==> config.mk <==
export PLATFORM = sky130hd
export DESIGN_NAME = sat_counter
export DESIGN_NICKNAME = d
export VERILOG_FILES = /design/src/rtl/sat_counter.sv
export SDC_FILE = /design/constraint.sdc
export NUM_CORES = 1
export LEC_CHECK = 0
export ABC_AREA = 1
export ABC_CLOCK_PERIOD_IN_PS = 1400
export BUFFER_PORTS_ARGS = -buffer_cell sky130_fd_sc_hd__buf_4
export CORE_ASPECT_RATIO = 0.8
export CORE_MARGIN = 2
export CORE_UTILIZATION = 45
export CTS_BUF_LIST = sky130_fd_sc_hd__clkbuf_8
export DETAILED_ROUTE_END_ITERATION = 8
export PLACE_DENSITY = 0.72
export SETUP_SLACK_MARGIN = 0.02
export SLEW_MARGIN = 20
export SYNTH_ARGS = -nofsm -noshare
export SYNTH_HDL_FRONTEND = slang
export SYNTH_SLANG_ARGS = --single-unit
==> constraint.sdc <==
create_clock -name clk -period 1.4 [get_ports clk]
set_input_delay 0.28 -clock clk [delete_from_list [all_inputs] [get_ports clk]]
set_output_delay 0.28 -clock clk [all_outputs]
set_load 0.005 [all_outputs]
==> src/rtl/sat_counter.sv <==
`default_nettype none
// ============================================================================
// Module  : sat_counter
// Brief   : W-bit up counter that sticks at all-ones; clr has priority.
// Revision: 1.0 - initial release
// ============================================================================
module sat_counter #(
  parameter int W = 16
) (
  input  logic         clk,
  input  logic         rst_n,
  input  logic         inc,
  input  logic         clr,
  output logic [W-1:0] q
);

  logic [W-1:0] r_q;

  // Count up on inc, hold at all-ones, clear wins over increment.
  always_ff @(posedge clk or posedge rst_n) begin
    if (rst_n) begin
      r_q <= '0;
    end else if (clr) begin
      r_q <= '0;
    end else if (inc && (r_q != '1)) begin
      r_q <= r_q + W'(1);
    end
  end

  assign q = r_q;

endmodule
`default_nettype wire

# ---- After elaboration in Yosys (flattened, before gate mapping)
# Cells that the tools add are included.
dict set report classes {
  n_mux 2
  n_reduce_logical 2
  eq_ne 1
  add_sub_neg 1
}
# op n
set ops {}
lappend ops {{$mux 16} 2}
lappend ops {{$add 16x1->16 const B} 1}
lappend ops {{$ne 16x16->1 const B} 1}
lappend ops {{$reduce_bool 2->1} 1}
lappend ops {{$logic_and 1x1->1} 1}
dict set report totals {
  out_inout_bits 16
  regBits 16
  elab_cells 7
}

# ---- Depth between registers and ports, before layout
# Gate-level depths: netlist of the first run.
dict set report depth {
  ltp_word 4
  ltp_mapped 10
  depth_no_buf 9
}

# ---- Worst setup path before layout of the first run
# OpenSTA, ideal clock, no wires.
dict set report synth_path {
  kind {register to register}
  start {register r_q[0] (netlist: q[0])}
  end {register r_q[12] (netlist: q[12])}
  setup_slack_ns -0.119
  period_less_slack_ns 1.519
  path_stages_with_launch 10
  arrival_ns 1.454
  setup_ns 0.066
  t_required_ns 1.334
  path_cell_list {dfrtp_1 ha_1 nand2_2 nor2_8 nand2_4 nor2_4 nor2_2 buf_2 nand4_1 nand2_1}
}
dict set report synth_via {
  elab_chain_cells 3
}
# element line
set synth_lines {}
lappend synth_lines {{from (decl)} 17} ;# logic [W-1:0] r_q;
lappend synth_lines {{from (signal assigned)} 26} ;# r_q <= r_q + W'(1);
lappend synth_lines {{$add 16x1->16 / $ne 16x16->1 (equally long branches)} {26, 25}}
lappend synth_lines {{$mux 16 / $logic_and 1x1->1 (equally long branches)} 25} ;# end else if (inc && (r_q != '1)) begin
lappend synth_lines {{$mux 16 / $reduce_bool 2->1 (equally long branches)} -}
# Several ways; a longest one is shown, not always the timed one. The select of a mux whose other input is x is not followed.
# A chain may end at the register's enable or synchronous reset.

# ---- Worst setup path after layout of the first run
dict set report layout_path {
  start {register r_q[0] (netlist: q[0])}
  end {register r_q[15] (netlist: q[15])}
}
# Same word-level chain as after synthesis.

==> out/metrics.yaml, run 1 <==
worst_setup_path:
  r2r_end: "q[15]$_DFFE_PP0P_"
  reg2reg_depth: 9
  ff2ff_setup_slack_ns: -0.03
  crit_path_max_incr_delay_ns: 0.43
  cp_slowest_cell: "dfrtp_2"
  rr_startpoint: "q[0]$_DFFE_PP0P_"
  crit_type: "reg -> reg"
  cp-start-kind: "register"
  critPathTopFamily: "simple AND/OR/NAND/NOR gates"
  critPathRequiredTime_ns: 1.60
  end_kind: "register"
  path_max_fanout: 2
  path_cells: "ha_4 > nand2_4 > nor2_8 > nand2_4 > nor2_4 > buf_4 > nor3_1 > nand2_1 > nand2_1"
  worst-path-stages: 9
  cp_data_arrival_time_ns: 1.62
  crit_buf_inv: 1
synth:
  syn-num-nets: 164
  synth_area_leaders: "dfrtp_1 (37%), nand2_1 (22%), nand4_1 (6.4%), nand3_1 (5.5%), inv_1 (5.5%)"
  yosysSeqAreaShare_pct: 37.0
  synth_cell_types: 24
  syn_avg_cell_area_um2: 6.81
  synth_cells: 159
  synth_seq_cells: 16
  yosysTopAreaCellShare_pct: 37.0
  yosys_warnings: 0
  synth_largest_area_cell: "dfrtp_1"
  netlist_area_um2: 1080
floorplan:
  core_area_um2: 2210
  die_y_um: 47.9
  ios: 20
  fp.dieArea_um2: 2820
  die_w_um: 58.9
  start_util_pct: 48.9
  row_count: 15
timing:
  slew_headroom_pct: 81.3
  period_share_pct: 102
  max_clock_freq_ghz: 0.700
  slew_viol_final: 0
  tns_ns: -0.0798
  skew_ns: 0.00532
  setup_violations: 9
  hold_viol_final: 0
  finalCriticalPeriod_ns: 1.43
  tightest_slew_ns: 0.280
  rsz0062_at_grt: "true"
  fin_ws_ns: -0.0284
pwr:
  power.density_nw_per_um2: 635
  power.total_mw: 0.996
  irDropWorstVdd_v: 0.000485
  leakage_nw: 0.872
min_path:
  hold_end: "q[4]$_DFFE_PP0P_"
  hold_class: "in -> reg"
  whs_path_depth: 4
  min_from: "clr"
cells_and_area:
  largest_reg_flops: 16
  final_common_cell: "nand2_1"
  most-common-layout-cells: "nand2_1 (58), buf_4 (43), inv_1 (16)"
  diodes: 0
  syn2layout_area_growth_pct: 44.7
  drive_above_1_share_pct: 34.3
  fin_nets: 213
  stdcell_count: 232
global_route:
  grt_pass1_vias: 1130
  antenna_found_initial: 0
  grt_usage_pct: 25.2
  grt_max_degree: 11
  grt_overflow: 0
  grt_pass1_wl_um: 5190
detailed_routing:
  routed_wirelength_um: 3240
  drt_iter0_drc: 31
  firstDrtPassIters: 6
  routed-via-count: 1224
  viasPerCell: 5.28
  post_drt_wl_per_cell_um: 14.0
  ant_nets: 0
  drc: 1
cts:
  cts_max_path_buffers: 2
  clock-sinks: 16
  cts_buffers: 3
  path_clk_slew_ns: 0.07
  cts_tree: "built"
  cts.htree.levels: 1
  insertion_delay_ns: 0.25
  cts_root_buf: "clkbuf_8"
flow_run:
  cap_violations: 0
placement:
  post-dp-hpwl_um: 2390
  place_congestion: 0.896
  io_buffers: 19
  post-place-cells: 226
status:
  violations: "DRC, setup timing"
  outcome: "finished with violations"
## Yosys cell counts
cell type   n
dfrtp_1    16
nand3b_1    2
nand4_1    11
buf_1       1
o21ai_1     1
nand2_2     1
ha_1        1
o21ai_0     1
buf_2       1
xor2_1      2
buf_6       1
xnor2_1     2
inv_1      16
a21oi_1     1
nand3_1    12
nor2_2      2
inv_2       1
nor2_4      3
nand2_4     1
clkinv_1    1
nor2_8      1
nor3_1      1
nor2_1     16
nand2_1    64
## per-layer routing
layer / GRT usage (%) / vias to the layer above / part of all wire, %
met5: 0 / - / 0
met4: 5.91 / 0 / 1.4
met3: 6.22 / 6 / 5.9
met2: 44.9 / 40 / 49
met1: 31.6 / 584 / 44
li1: - / 594 / -
## layout make-up
class | instances | area, um2
tap | 25 | 31.3
timing repair buffer | 47 | 367
sequential | 16 | 404
inverter | 18 | 67.6
clock buffer | 4 | 55.1
multi-input combinational | 122 | 643
fill | 176 | 647
## per-stage QoR
stage | utilization, % | hold WS, ns | instance area (um2) | worst slack, ns
final | 70.8 | 0.321 | 1570 | -0.0284
after floorplan | - | 0.194 | 1100 | -0.0668
after detailed placement | 65.5 | 0.244 | 1450 | -0.0422
after global routing | 70.8 | 0.352 | 1570 | -0.105
after global placement | 65.5 | 0.232 | 1450 | 0.00101
after CTS | 69.3 | 0.319 | 1540 | 0.0144
## cell families (layout without fill, tap and decap cells)
kind of cell               after synthesis  count (layout)  share of synthesized area, %
adders and majority gates                1               1                          1.15
xor gates and xnor gates                 4               4                          3.23
and+or+nand+nor                        114             114                          49.2
buffers and inverters                   21              69                          8.08
DFF                                     16              16                          37.0
AOI/OAI and AO/OA                        3               3                          1.38
## power breakdown
group / internal (mW) / leakage, nW / switching [mW]
sequential: 0.468 / 0.217 / 0.00557
combinational: 0.0467 / 0.626 / 0.0602
clock: 0.250 / 0.0288 / 0.166
## worst min-delay path: cells and delay by family
kind / cells / cell delay [ns]
AND/OR/NAND/NOR: 3 / 0.15
buffers and inverters: 1 / 0.11
## how the worst max path moves through the flow
stage,startpoint,endpoint
CTS,q[0]$_DFFE_PP0P_,q[10]$_DFFE_PP0P_
detailed placement,q[0]$_DFFE_PP0P_,q[0]$_DFFE_PP0P_
global route,q[1]$_DFFE_PP0P_,q[7]$_DFFE_PP0P_
finish,q[0]$_DFFE_PP0P_,q[15]$_DFFE_PP0P_
global placement,q[1]$_DFFE_PP0P_,q[15]$_DFFE_PP0P_
floorplan,q[1]$_DFFE_PP0P_,q[12]$_DFFE_PP0P_
## timing repair
action	4_1_cts	5_1_grt
gates cloned	0	0
pin swaps	1	4
endpoints found under the setup margin	16	16
endpoints found under the hold margin	6	0
gates resized for setup	6	9
setup buffers	0	1
hold buffers	1	0
(Power assumes the default switching activity.)
==> run 2, diff against run 1 <==
--- a/config.mk
+++ b/config.mk
@@ -7,7 +7,7 @@
 export LEC_CHECK = 0
 export ABC_AREA = 1
 export ABC_CLOCK_PERIOD_IN_PS = 1400
-export BUFFER_PORTS_ARGS = -buffer_cell sky130_fd_sc_hd__buf_4
+export BUFFER_PORTS_ARGS = -buffer_cell sky130_fd_sc_hd__buf_2
 export CORE_ASPECT_RATIO = 0.8
 export CORE_MARGIN = 2
 export CORE_UTILIZATION = 45
==> out/metrics.yaml, run 2 (synthesis results as in run 1) <==
status:
  outcome: "finished with violations"
  violations: "DRC"
global_route:
  grt_usage_pct: 23.4
  antenna_found_initial: 0
  grt_pass1_vias: 1056
  grt_pass1_wl_um: 4830
  grt_overflow: 0
  grt_max_degree: 11
cts:
  path_clk_slew_ns: 0.06
  cts.htree.levels: 1
  cts_tree: "built"
  cts_root_buf: "clkbuf_8"
  insertion_delay_ns: 0.25
  clock-sinks: 16
  cts_buffers: 3
  cts_max_path_buffers: 2
floorplan:
  die_w_um: 58.9
  core_area_um2: 2210
  fp.dieArea_um2: 2820
  row_count: 15
  start_util_pct: 48.9
  ios: 20
  die_y_um: 47.9
worst_setup_path:
  crit_top_cell: "nand2_1"
  ff2ff_setup_slack_ns: 0.007
  reg2reg_depth: 9
  r2r_end: "q[10]$_DFFE_PP0P_"
  crit_type: "reg -> reg"
  path_cells: "ha_4 > nand2_4 > nor2_8 > buf_6 > buf_4 > nand3b_1 > nand2_1 > nand4_1 > nand2_1"
  cp-start-kind: "register"
  critPathRequiredTime_ns: 1.55
  cp_data_arrival_time_ns: 1.54
  path_max_fanout: 6
  crit_path_max_incr_delay_ns: 0.42
  cp_slowest_cell: "dfrtp_2"
  end_kind: "register"
  rr_startpoint: "q[0]$_DFFE_PP0P_"
detailed_routing:
  wl_met3_um: 257
  firstDrtPassIters: 6
  met1_length_um: 1370
  wl_met2_um: 1430
  routed_wirelength_um: 3090
  viasPerCell: 5.26
  top_layer: "met4"
  post_drt_wl_per_cell_um: 13.2
  drt_iter0_drc: 50
  ant_nets: 0
  drc: 1
  routed-via-count: 1230
cells_and_area:
  nFillCells: 170
  drive_above_1_share_pct: 36.4
  fin_nets: 215
  syn2layout_area_growth_pct: 44.2
  most-common-layout-cells: "nand2_1 (56), buf_4 (24), buf_2 (19)"
  largest_reg_flops: 16
  diodes: 0
  final_common_cell: "nand2_1"
timing:
  max_clock_freq_ghz: 0.718
  skew_ns: 0.00152
  finalCriticalPeriod_ns: 1.39
  slew_viol_final: 0
  fin_ws_ns: 0.00689
  slew_headroom_pct: 82.7
  tns_ns: 0
  rsz0062_at_grt: "true"
  hold_viol_final: 0
  period_share_pct: 99.5
  setup_violations: 0
  tightest_slew_ns: 0.259
  hold_slack_ns: 0.364
placement:
  post-dp-hpwl_um: 2260
  place_congestion: 0.880
  preCtsSetupSlack_ns: -0.0541
  io_buffers: 19
pwr:
  irDropWorstVdd_v: 0.000507
  leakage_nw: 0.904
  power.density_nw_per_um2: 595
min_path:
  whs_path_depth: 4
  hold_end: "q[4]$_DFFE_PP0P_"
  hold_class: "in -> reg"
  min_from: "clr"
flow_run:
  cap_violations: 0
[run 2: cell count changes in the layout (fill, tap and decap cells not counted), sizes merged]
cell / before / now
buf: 46 / 48
clkbuf: 4 / 3
inv: 17 / 18
[run 2: worst max-delay path by stage]
stage / end / start / slack (ns) / cells past startpoint
after floorplan: q[12]$_DFFE_PP0P_ / q[1]$_DFFE_PP0P_ / -0.07 / 10
after global placement: q[8]$_DFFE_PP0P_ / q[0]$_DFFE_PP0P_ / -0.01 / 10
after detailed placement: q[8]$_DFFE_PP0P_ / q[0]$_DFFE_PP0P_ / -0.05 / 10
after CTS: q[3]$_DFFE_PP0P_ / q[0]$_DFFE_PP0P_ / 0.02 / 10
after global routing: q[15]$_DFFE_PP0P_ / q[1]$_DFFE_PP0P_ / -0.07 / 10
final: q[10]$_DFFE_PP0P_ / q[0]$_DFFE_PP0P_ / 0.007 / 9
[run 2: power breakdown]
part           internal [mW]  switching (mW)
clock network          0.195           0.162
logic                 0.0423          0.0574
registers              0.468         0.00537
total                  0.705           0.224
[run 2: what timing repair did]
action                                 in CTS  in global routing
setup endpoints to repair                  16                 16
hold buffers                                1                  0
pin swaps                                   1                  8
setup buffers                               0                  2
endpoints found under the hold margin       6                  0
gates resized for setup                     8                 16
[run 2: stage by stage]
step           total power, mW  cells  cell area [um2]  utilization, %
6_report                 0.929    234             1560            70.6
3_5_place_dp             0.570    227             1410            63.7
3_3_place_gp             0.567    227             1410            63.7
2_1_floorplan            0.529    159             1100               -
5_1_grt                  0.963    234             1560            70.6
4_1_cts                  0.937    232             1500            67.5
[run 2: worst max-delay path: cells and delay by family, from the launching register on]
family / cells / cell delay, ns
buffers and inverters: 2 / 0.27
DFF: 1 / 0.42
adders and majority gates: 1 / 0.17
and+or+nand+nor: 6 / 0.42
[run 2: metal layers]
| metal | global-route usage, % | up-vias |
|---|---|---|
| li1 | - | 603 |
| met1 | 31.1 | 556 |
| met2 | 38.2 | 63 |
| met3 | 6.76 | 8 |
| met4 | 5.91 | 0 |
| met5 | 0 | - |
[run 2: cell type report]
cell class,count,area (um2),share of cell area (%)
repair buffers,49,342,21.9
flip-flops and latches,16,402,25.7
well taps,25,31.3,2.00
clock inverters,1,3.75,0.240
inverters,18,67.6,4.32
multi-input cells,122,676,43.2
clock buffers,3,41.3,2.64
==> run 3, diff against run 2 <==
--- a/config.mk
+++ b/config.mk
@@ -11,7 +11,7 @@
 export CORE_ASPECT_RATIO = 0.8
 export CORE_MARGIN = 2
 export CORE_UTILIZATION = 45
-export CTS_BUF_LIST = sky130_fd_sc_hd__clkbuf_8
+export CTS_BUF_LIST = sky130_fd_sc_hd__clkbuf_16
 export DETAILED_ROUTE_END_ITERATION = 8
 export PLACE_DENSITY = 0.72
 export SETUP_SLACK_MARGIN = 0.02
==> out/metrics.yaml, run 3 (synthesis results as in run 1) <==
status:
  outcome: "finished with violations"
  violations: "DRC"
detailed_routing:
  firstDrtPassIters: 6
  drc: 1
  viasPerCell: 5.24
  routed_wirelength_um: 3120
  drt_iter0_drc: 59
  post_drt_wl_per_cell_um: 13.5
  ant_nets: 0
  routed-via-count: 1216
floorplan:
  core_area_um2: 2210
  ios: 20
  row_count: 15
  start_util_pct: 48.9
  die_w_um: 58.9
  die_y_um: 47.9
  fp.dieArea_um2: 2820
cts:
  cts_buffers: 3
  post_cts_buffers: 0
  cts.htree.levels: 1
  insertion_delay_ns: 0.25
  cts_root_buf: "clkbuf_16"
  clock-sinks: 16
  cts_max_path_buffers: 2
  cts_tree: "built"
  path_clk_slew_ns: 0.05
cells_and_area:
  largest_reg_flops: 16
  fin_nets: 213
  final_common_cell: "nand2_1"
  nFillCells: 171
  diodes: 0
  utilization_pct: 70.9
  most-common-layout-cells: "nand2_1 (52), buf_4 (23), buf_2 (19)"
  syn2layout_area_growth_pct: 44.9
  drive_above_1_share_pct: 36.7
  stdcell_count: 232
placement:
  io_buffers: 19
  place_congestion: 0.880
  post-place-cells: 227
  post-dp-hpwl_um: 2260
worst_setup_path:
  end_kind: "register"
  crit_top_cell: "nor2_4"
  path_max_fanout: 8
  crit_path_max_incr_delay_ns: 0.39
  path_cells: "ha_4 > nand2_4 > nor2_8 > nand2_4 > nor2_4 > nor2_4 > nor2_4 > buf_6 > nand2_1 > nand2_1"
  cp_slowest_cell: "dfrtp_1"
  ff2ff_setup_slack_ns: 0.008
  crit_type: "reg -> reg"
  critPathRequiredTime_ns: 1.59
  cp_data_arrival_time_ns: 1.58
  cp-start-kind: "register"
pwr:
  leakage_nw: 0.894
  power.density_nw_per_um2: 723
  irDropWorstVdd_v: 0.000803
  power.total_mw: 1.13
global_route:
  grt_pass1_wl_um: 4960
  antenna_found_initial: 0
  grt_max_degree: 11
  grt_overflow: 0
  grt_pass1_vias: 1063
  grt_usage_pct: 24.5
timing:
  max_clock_freq_ghz: 0.718
  rsz0062_at_grt: "true"
  hold_viol_final: 0
  finalCriticalPeriod_ns: 1.39
  slew_headroom_pct: 82.7
  period_share_pct: 99.4
  setup_violations: 0
  tightest_slew_ns: 0.259
  skew_ns: 0.00194
  slew_viol_final: 0
flow_run:
  cap_violations: 0
min_path:
  hold_class: "in -> reg"
[run 3: changes by cell type in the layout (fill, tap and decap cells not counted), moves of 3 or more]
| cell | delta |
|---|---|
| clkbuf_16 | +3 |
| nand2_1 | -4 |
| nand2_2 | +5 |
| clkbuf_8 | -3 |
[run 3: power by group]
part / switching [mW] / total, mW / internal, mW
combinational: 0.0596 / 0.102 / 0.0419
clock: 0.180 / 0.559 / 0.379
sequential: 0.00532 / 0.474 / 0.469
total: 0.245 / 1.13 / 0.890
[run 3: path summary, 6_finish.rpt]
check	start	to	cells past startpoint
worst min register to register	q[5]$_DFFE_PP0P_	q[5]$_DFFE_PP0P_	2
worst max-delay path	q[1]$_DFFE_PP0P_	q[6]$_DFFE_PP0P_	10
max in group asynchronous	rst_n	q[15]$_DFFE_PP0P_	4
worst max register to register	q[1]$_DFFE_PP0P_	q[6]$_DFFE_PP0P_	10
worst min-delay path	clr	q[4]$_DFFE_PP0P_	4
min in group asynchronous	rst_n	q[1]$_DFFE_PP0P_	3
[run 3: stage by stage]
stage | setup TNS [ns] | instance area [um2] | hold WS, ns | setup WS, ns
6_report | 0 | 1570 | 0.369 | 0.00801
5_1_grt | -0.846 | 1570 | 0.405 | -0.0728
4_1_cts | 0 | 1530 | 0.367 | 0.0170
3_5_place_dp | -0.158 | 1410 | 0.219 | -0.0541
3_3_place_gp | -0.0141 | 1410 | 0.220 | -0.0141
2_1_floorplan | -0.697 | 1100 | 0.194 | -0.0668
[run 3: worst max-delay path, delay by kind of cell (launching register included)]
| family | cells | cell delay (ns) |
|---|---|---|
| and+or+nand+nor | 8 | 0.63 |
| buffers and inverters | 1 | 0.15 |
| adders and majority gates | 1 | 0.16 |
| DFF | 1 | 0.39 |
[run 3: timing repair]
action                                  CTS  global route
endpoints found under the setup margin   16            16
cloned                                    0             0
hold buffers                              1             0
hold endpoints to repair                  6             0
pin swaps                                 5             2
gates resized for setup                  10            13
[run 3: area by class of cell]
class / count / area, um2 / area share, %
multi-input combinational: 122 / 668 / 42.5
sequential: 16 / 402 / 25.6
timing repair buffer: 47 / 323 / 20.6
clock buffer: 3 / 75.1 / 4.78
inverter: 18 / 67.6 / 4.30
tap: 25 / 31.3 / 1.99
clock inverter: 1 / 3.75 / 0.239
[run 3: per-layer routing]
layer | global-route usage, % | share of wire (%) | vias up
met5 | 0 | 0 | -
met4 | 8.18 | 0.77 | 0
met3 | 8.38 | 8.0 | 4
met2 | 39.1 | 47 | 55
met1 | 31.8 | 44 | 558
li1 | - | - | 599
